<file path="src/rtl/uart_tx_pkg.sv">
// Shared types and constants for the UART TX framer and its parity helper.
// Latency: none (declarations only).
// Backpressure: none (declarations only).
package uart_tx_pkg;

    typedef enum logic [2:0] {
        IDLE   = 3'd0,
        START  = 3'd1,
        DATA   = 3'd2,
        PARITY = 3'd3,
        STOP   = 3'd4
    } state_e;

    localparam logic PAR_EVEN = 1'b0;
    localparam logic PAR_ODD  = 1'b1;

    localparam int DEF_DATA_WIDTH = 8;

endpackage

</file>
<file path="src/rtl/uart_parity_calc.sv">
// Parity bit generator over a data word; shared with the RX parity checker.
// Latency: purely combinational, zero cycles.
// Backpressure: none; the output follows the inputs.
module uart_parity_calc
    import uart_tx_pkg::*;
#(
    parameter int DATA_WIDTH = DEF_DATA_WIDTH
) (
    input  logic [DATA_WIDTH-1:0] data,
    input  logic                  par_typ,
    output logic                  par_bit
);

    // Even parity makes the total count of ones even; odd parity inverts it.
    always_comb begin
        par_bit = (par_typ == PAR_EVEN) ? ^data : ~^data;
    end

endmodule

</file>
<file path="src/rtl/uart_tx_framer.sv">
// UART transmit framer: start bit, LSB-first data, optional parity, 1 or 2 stop bits.
// Latency: start bit is on TX from the accept edge; TX and busy come straight from flops.
// Backpressure: requests are taken only in idle or on the last stop bit; others are dropped.
module uart_tx_framer
    import uart_tx_pkg::*;
#(
    parameter int DATA_WIDTH = DEF_DATA_WIDTH
) (
    input  logic                  CLK,
    input  logic                  RST,
    input  logic [DATA_WIDTH-1:0] p_data,
    input  logic                  data_valid,
    input  logic                  par_en,
    input  logic                  par_typ,
    input  logic                  stop_sel,
    output logic                  TX,
    output logic                  busy
);

    localparam int CW = $clog2(DATA_WIDTH);
    localparam logic [CW-1:0] LAST_BIT = CW'(DATA_WIDTH - 1);

    state_e                state_q, state_d;
    logic [DATA_WIDTH-1:0] data_q, data_d;
    logic                  par_en_q, par_en_d;
    logic                  par_typ_q, par_typ_d;
    logic                  stop_sel_q, stop_sel_d;
    logic [CW-1:0]         bit_cnt_q, bit_cnt_d;
    logic                  stop_cnt_q, stop_cnt_d;
    logic                  tx_q, tx_d;
    logic                  busy_q, busy_d;
    logic                  accept;
    logic                  par_bit;

    uart_parity_calc #(
        .DATA_WIDTH(DATA_WIDTH)
    ) u_parity (
        .data    (data_q),
        .par_typ (par_typ_q),
        .par_bit (par_bit)
    );

    // Next state plus the TX/busy value that belongs to the state being entered,
    // so the registered outputs line up with the state on the same edge.
    always_comb begin
        state_d    = state_q;
        data_d     = data_q;
        par_en_d   = par_en_q;
        par_typ_d  = par_typ_q;
        stop_sel_d = stop_sel_q;
        bit_cnt_d  = bit_cnt_q;
        stop_cnt_d = stop_cnt_q;
        tx_d       = tx_q;
        busy_d     = busy_q;
        accept     = 1'b0;

        case (state_q)
            IDLE: begin
                tx_d   = 1'b1;
                busy_d = 1'b0;
                accept = data_valid;
            end
            START: begin
                state_d   = DATA;
                bit_cnt_d = '0;
                tx_d      = data_q[0];
            end
            DATA: begin
                if (bit_cnt_q == LAST_BIT) begin
                    stop_cnt_d = 1'b0;
                    if (par_en_q) begin
                        state_d = PARITY;
                        tx_d    = par_bit;
                    end else begin
                        state_d = STOP;
                        tx_d    = 1'b1;
                    end
                end else begin
                    bit_cnt_d = bit_cnt_q + 1'b1;
                    tx_d      = data_q[bit_cnt_d];
                end
            end
            PARITY: begin
                state_d    = STOP;
                stop_cnt_d = 1'b0;
                tx_d       = 1'b1;
            end
            STOP: begin
                tx_d = 1'b1;
                if (stop_sel_q && !stop_cnt_q) begin
                    stop_cnt_d = 1'b1;
                end else begin
                    // Last stop bit ends here; a held request starts the next
                    // frame on this same edge with no extra idle cycle.
                    state_d = IDLE;
                    busy_d  = 1'b0;
                    accept  = data_valid;
                end
            end
            default: begin
                state_d = IDLE;
                tx_d    = 1'b1;
                busy_d  = 1'b0;
            end
        endcase

        if (accept) begin
            state_d    = START;
            data_d     = p_data;
            par_en_d   = par_en;
            par_typ_d  = par_typ;
            stop_sel_d = stop_sel;
            bit_cnt_d  = '0;
            stop_cnt_d = 1'b0;
            tx_d       = 1'b0;
            busy_d     = 1'b1;
        end
    end

    // State, latched frame configuration and output registers; reset abandons any frame.
    always_ff @(posedge CLK) begin
        if (!RST) begin
            state_q    <= IDLE;
            data_q     <= '0;
            par_en_q   <= 1'b0;
            par_typ_q  <= 1'b0;
            stop_sel_q <= 1'b0;
            bit_cnt_q  <= '0;
            stop_cnt_q <= 1'b0;
            tx_q       <= 1'b1;
            busy_q     <= 1'b0;
        end else begin
            state_q    <= state_d;
            data_q     <= data_d;
            par_en_q   <= par_en_d;
            par_typ_q  <= par_typ_d;
            stop_sel_q <= stop_sel_d;
            bit_cnt_q  <= bit_cnt_d;
            stop_cnt_q <= stop_cnt_d;
            tx_q       <= tx_d;
            busy_q     <= busy_d;
        end
    end

    assign TX   = tx_q;
    assign busy = busy_q;

endmodule

</file>
<file path="config.mk">
export PLATFORM = sky130hd
export DESIGN_NAME = uart_tx_framer
export DESIGN_NICKNAME = d
export VERILOG_FILES = /design/src/rtl/uart_tx_pkg.sv /design/src/rtl/uart_parity_calc.sv /design/src/rtl/uart_tx_framer.sv
export SDC_FILE = /design/constraint.sdc
export NUM_CORES = 1
export LEC_CHECK = 0
export BUFFER_PORTS_ARGS = -buffer_cell sky130_fd_sc_hd__buf_2
export CELL_PAD_IN_SITES_DETAIL_PLACEMENT = 1
export CELL_PAD_IN_SITES_GLOBAL_PLACEMENT = 1
export CORE_ASPECT_RATIO = 0.8
export CORE_MARGIN = 1.5
export CORE_UTILIZATION = 42
export CTS_CLUSTER_DIAMETER = 150
export DETAILED_ROUTE_END_ITERATION = 7
export MAX_ROUTING_LAYER = met4
export PLACE_DENSITY = 0.78
export SYNTH_ARGS = -nofsm -noshare
export SYNTH_HDL_FRONTEND = slang
export SYNTH_HIERARCHICAL = 1
export SYNTH_SLANG_ARGS = --single-unit
</file>
<file path="constraint.sdc">
create_clock -name CLK -period 2 [get_ports CLK]
set_input_delay 0.4 -clock CLK [delete_from_list [all_inputs] [get_ports CLK]]
set_output_delay 0.4 -clock CLK [all_outputs]
set_load 0.05 [all_outputs]
</file>
==> results.py <==
metrics = {
    "critical_path": {
        "timing.critical_path.buf_inv": 0,
        "critPathRequiredTime_ns": 2.24,
        "slowest_cell_delay_on_critical_path_ns": 0.40,
        "timing.critical_path.cells": "ha_1 > ha_1 > or3b_4 > a21oi_4 > mux2_1 > nor2_1",
        "most_used_cell_along_the_critical_path": "ha_1",
        "crit_family": "simple AND/OR/NAND/NOR gates",
        "worst-endpoint-arrival_ns": 2.14,
        "critical_path_class": "reg2reg",
        "critPathCaptureType": "flip-flop",
        "crit_path_max_fanout": 5,
        "crit_path_start_kind": "flip-flop",
        "cpMaxStageDelayCell": "or3b_4",
    },
    "global_route": {
        "via_count_of_the_first_global_routing_pass": 890,
        "initial_antenna_violation_count": 0,
        "grt_start_max_net_pins": 17,
        "grt_remaining_overflow": 0,
        "first_pass_grt_wire_length_um": 3870,
        "grtUsageTotal_pct": 19.2,
    },
    "drt": {
        "drc_errors": 0,
        "wl_met2_um": 1220,
        "highest_layer": "met4",
        "vias": 813,
        "drtIter0Drc": 20,
        "route.detailed.vias_per_inst": 5.18,
        "route.detailed.wl_per_inst_um": 14.3,
        "met3_length_um": 89,
        "finalWirelength_um": 2240,
        "met1_wire_length_um": 902,
        "antenna_left": 0,
        "dr.pass1.iters": 3,
    },
    "clocking": {
        "htree_levels": 1,
        "cts-buffers-inserted": 3,
        "cts_setup_buffers": 0,
        "root_buffer": "clkbuf_4",
        "clock_tree.buffer_depth": 2,
        "skew_pair_late_insertion_delay_ns": 0.30,
        "tritoncts_clock_tree": "yes",
        "cts.sinks": 20,
        "path_clk_slew_ns": 0.10,
    },
    "yosys": {
        "synthArstFlopShare_pct": 0,
        "syn-cell-area_um2": 1080,
        "yosysUniqueCellTypes": 38,
        "synth_ff_type": "dfxtp_1",
        "netlist_top_cells_area": "dfxtp_1, mux2i_1, nor2b_1",
        "synth_nets": 123,
        "synth_top_cell_area_share_pct": 37.2,
        "seq_area_frac_synth_pct": 37.2,
        "synthesis.area_per_instance_um2": 10.1,
        "yosys_warnings": 6,
        "synth-seq-cells": 20,
        "synthDominantAreaCellType": "dfxtp_1",
        "synth.most_common_cell": "dfxtp_1",
        "yosys-top-cells-count": "dfxtp_1, nor2b_1, mux2i_1",
        "synthCells": 107,
        "synth_edf_count": 0,
    },
    "placed_design": {
        "dp_slack_ns": 0.0587,
        "gpl_wtd_cong": 0.747,
        "buffer_ports.inserted": 15,
        "place_hpwl_um": 1760,
    },
    "run_status": {
        "status": "finished, final reports clean",
    },
    "floorplanning": {
        "floorplan.initialDensity_pct": 44.1,
        "die_x_um": 59.6,
        "die_h_um": 48.3,
        "boundaryPins": 16,
        "core_area_um2": 2440,
        "floorplan.die_area_um2": 2880,
        "placement_rows": 16,
    },
    "timing": {
        "report.final.setup_viol": 0,
        "slew_viol_final": 0,
        "worst-slew-pin-transition_ns": 0.409,
        "final_period_minus_worst_setup_slack_ns": 1.90,
        "grt_setup_unrepaired": "false",
        "timing.clock.skew_ns": 0.00128,
        "finalHoldViolCount": 0,
        "period_share_pct": 95.0,
        "worst_slack_ns": 0.101,
        "setup_tns_ns": 0,
        "max_freq_mhz": 527,
        "max_slew_headroom_at_the_worst_pin_pct": 72.7,
    },
    "pwr": {
        "power.static_leakage_nw": 0.479,
        "power_density_nw_per_um2": 674,
        "power.ir.vdd_worst_v": 0.000373,
    },
    "finish": {
        "share_of_layout_cells_above_drive_strength_1_pct": 23.1,
        "finish.net_count": 139,
        "area_growth_pct": 10.8,
        "insertedDiodeCount": 0,
    },
    "run": {
        "maxCapViolations": 0,
    },
    "worst_hold_path": {
        "hp-class": "in2reg",
    },
}
-- flip-flops by register name, indices dropped and copies added, names as in the netlist --
name / count
data_q: 8
bit_cnt_q: 3
state_q: 3
TX: 1
busy: 1
par_en_q: 1
par_typ_q: 1
stop_cnt_q: 1
stop_sel_q: 1
-- metrics by stage --
step                util [%]  hold slack [ns]  area [um2]  cells  total power, W
finish                  48.8            0.346        1190    157        0.000804
global route            48.8            0.353        1190    157        0.000851
CTS                     48.8            0.338        1190    157        0.000818
detailed placement      47.8            0.474        1170    154        0.000624
global placement        47.8            0.466        1170    154        0.000614
floorplan                  -            0.449        1080    107        0.000582
-- worst reg2reg max path, stage by stage (launching register included) --
cell and delay, ns:
dfxtp_2 0.37, ha_1 0.21, ha_1 0.24, or3b_4 0.40, a21oi_4 0.20, mux2_1 0.34, nor2_1 0.08
-- final timing paths --
path | depth (start not counted) | startpoint | end | slack (ns)
hold / removal | 3 | par_typ | par_typ_q$_SDFFE_PN0P_ | 0.35
setup reg to reg | 6 | bit_cnt_q[0]$_SDFFE_PP0P_ | bit_cnt_q[0]$_SDFFE_PP0P_ | 0.10
setup / recovery | 6 | bit_cnt_q[0]$_SDFFE_PP0P_ | bit_cnt_q[0]$_SDFFE_PP0P_ | 0.10
hold reg to reg | 2 | bit_cnt_q[1]$_SDFFE_PP0P_ | bit_cnt_q[1]$_SDFFE_PP0P_ | 0.49
-- power by group --
| part | total [W] | leakage (nW) | switching (W) | internal (W) |
|---|---|---|---|---|
| Clock | 0.000191 | 0.0138 | 0.000121 | 0.0000704 |
| Sequential | 0.000445 | 0.164 | 0.0000242 | 0.000421 |
| Combinational | 0.000167 | 0.300 | 0.0000809 | 0.0000865 |
| Total | 0.000804 | 0.479 | 0.000226 | 0.000578 |
-- routing by layer --
layer | vias to the layer above | global-route usage, %
met4 | 0 | 5.78
met1 | 388 | 19.8
met2 | 14 | 36.5
li1 | 406 | -
met3 | 5 | 5.57
met5 | - | -
-- cell families after synthesis --
logic type      synth area share, %
mux                            14.4
xor+xnor                       7.67
compound gates                 12.3
simple gates                   22.1
fa+ha+maj                      2.33
buf+inv                        3.95
flops                          37.2
-- placed cells by master (no fill, tap or decap), types with 2 or more instances in the layout --
| cell | n |
|---|---|
| nand3b_1 | 2 |
| mux2i_1 | 11 |
| a21boi_0 | 3 |
| clkbuf_4 | 3 |
| dfxtp_1 | 19 |
| a21oi_1 | 5 |
| buf_2 | 15 |
| nand2_1 | 2 |
| xnor2_1 | 4 |
| inv_1 | 4 |
| ha_1 | 2 |
| a31oi_1 | 2 |
| nand2b_1 | 4 |
| nor2_1 | 5 |
| o21ai_0 | 4 |
| nand3_1 | 3 |
| nor2b_1 | 13 |
-- cell type report --
class	instances	area, um2
well taps	36	45.0
multi-input cells	79	633
inverters	4	15.0
fillers	296	1250
repair buffers	15	75.1
flip-flops and latches	20	402
clock buffers	3	22.5
-- repair_timing --
item	in CTS	in global routing
setup endpoints to repair	0	1
resized for setup	0	1
hold buffers	0	0
No activity file was read; power rests on OpenSTA's default activity.
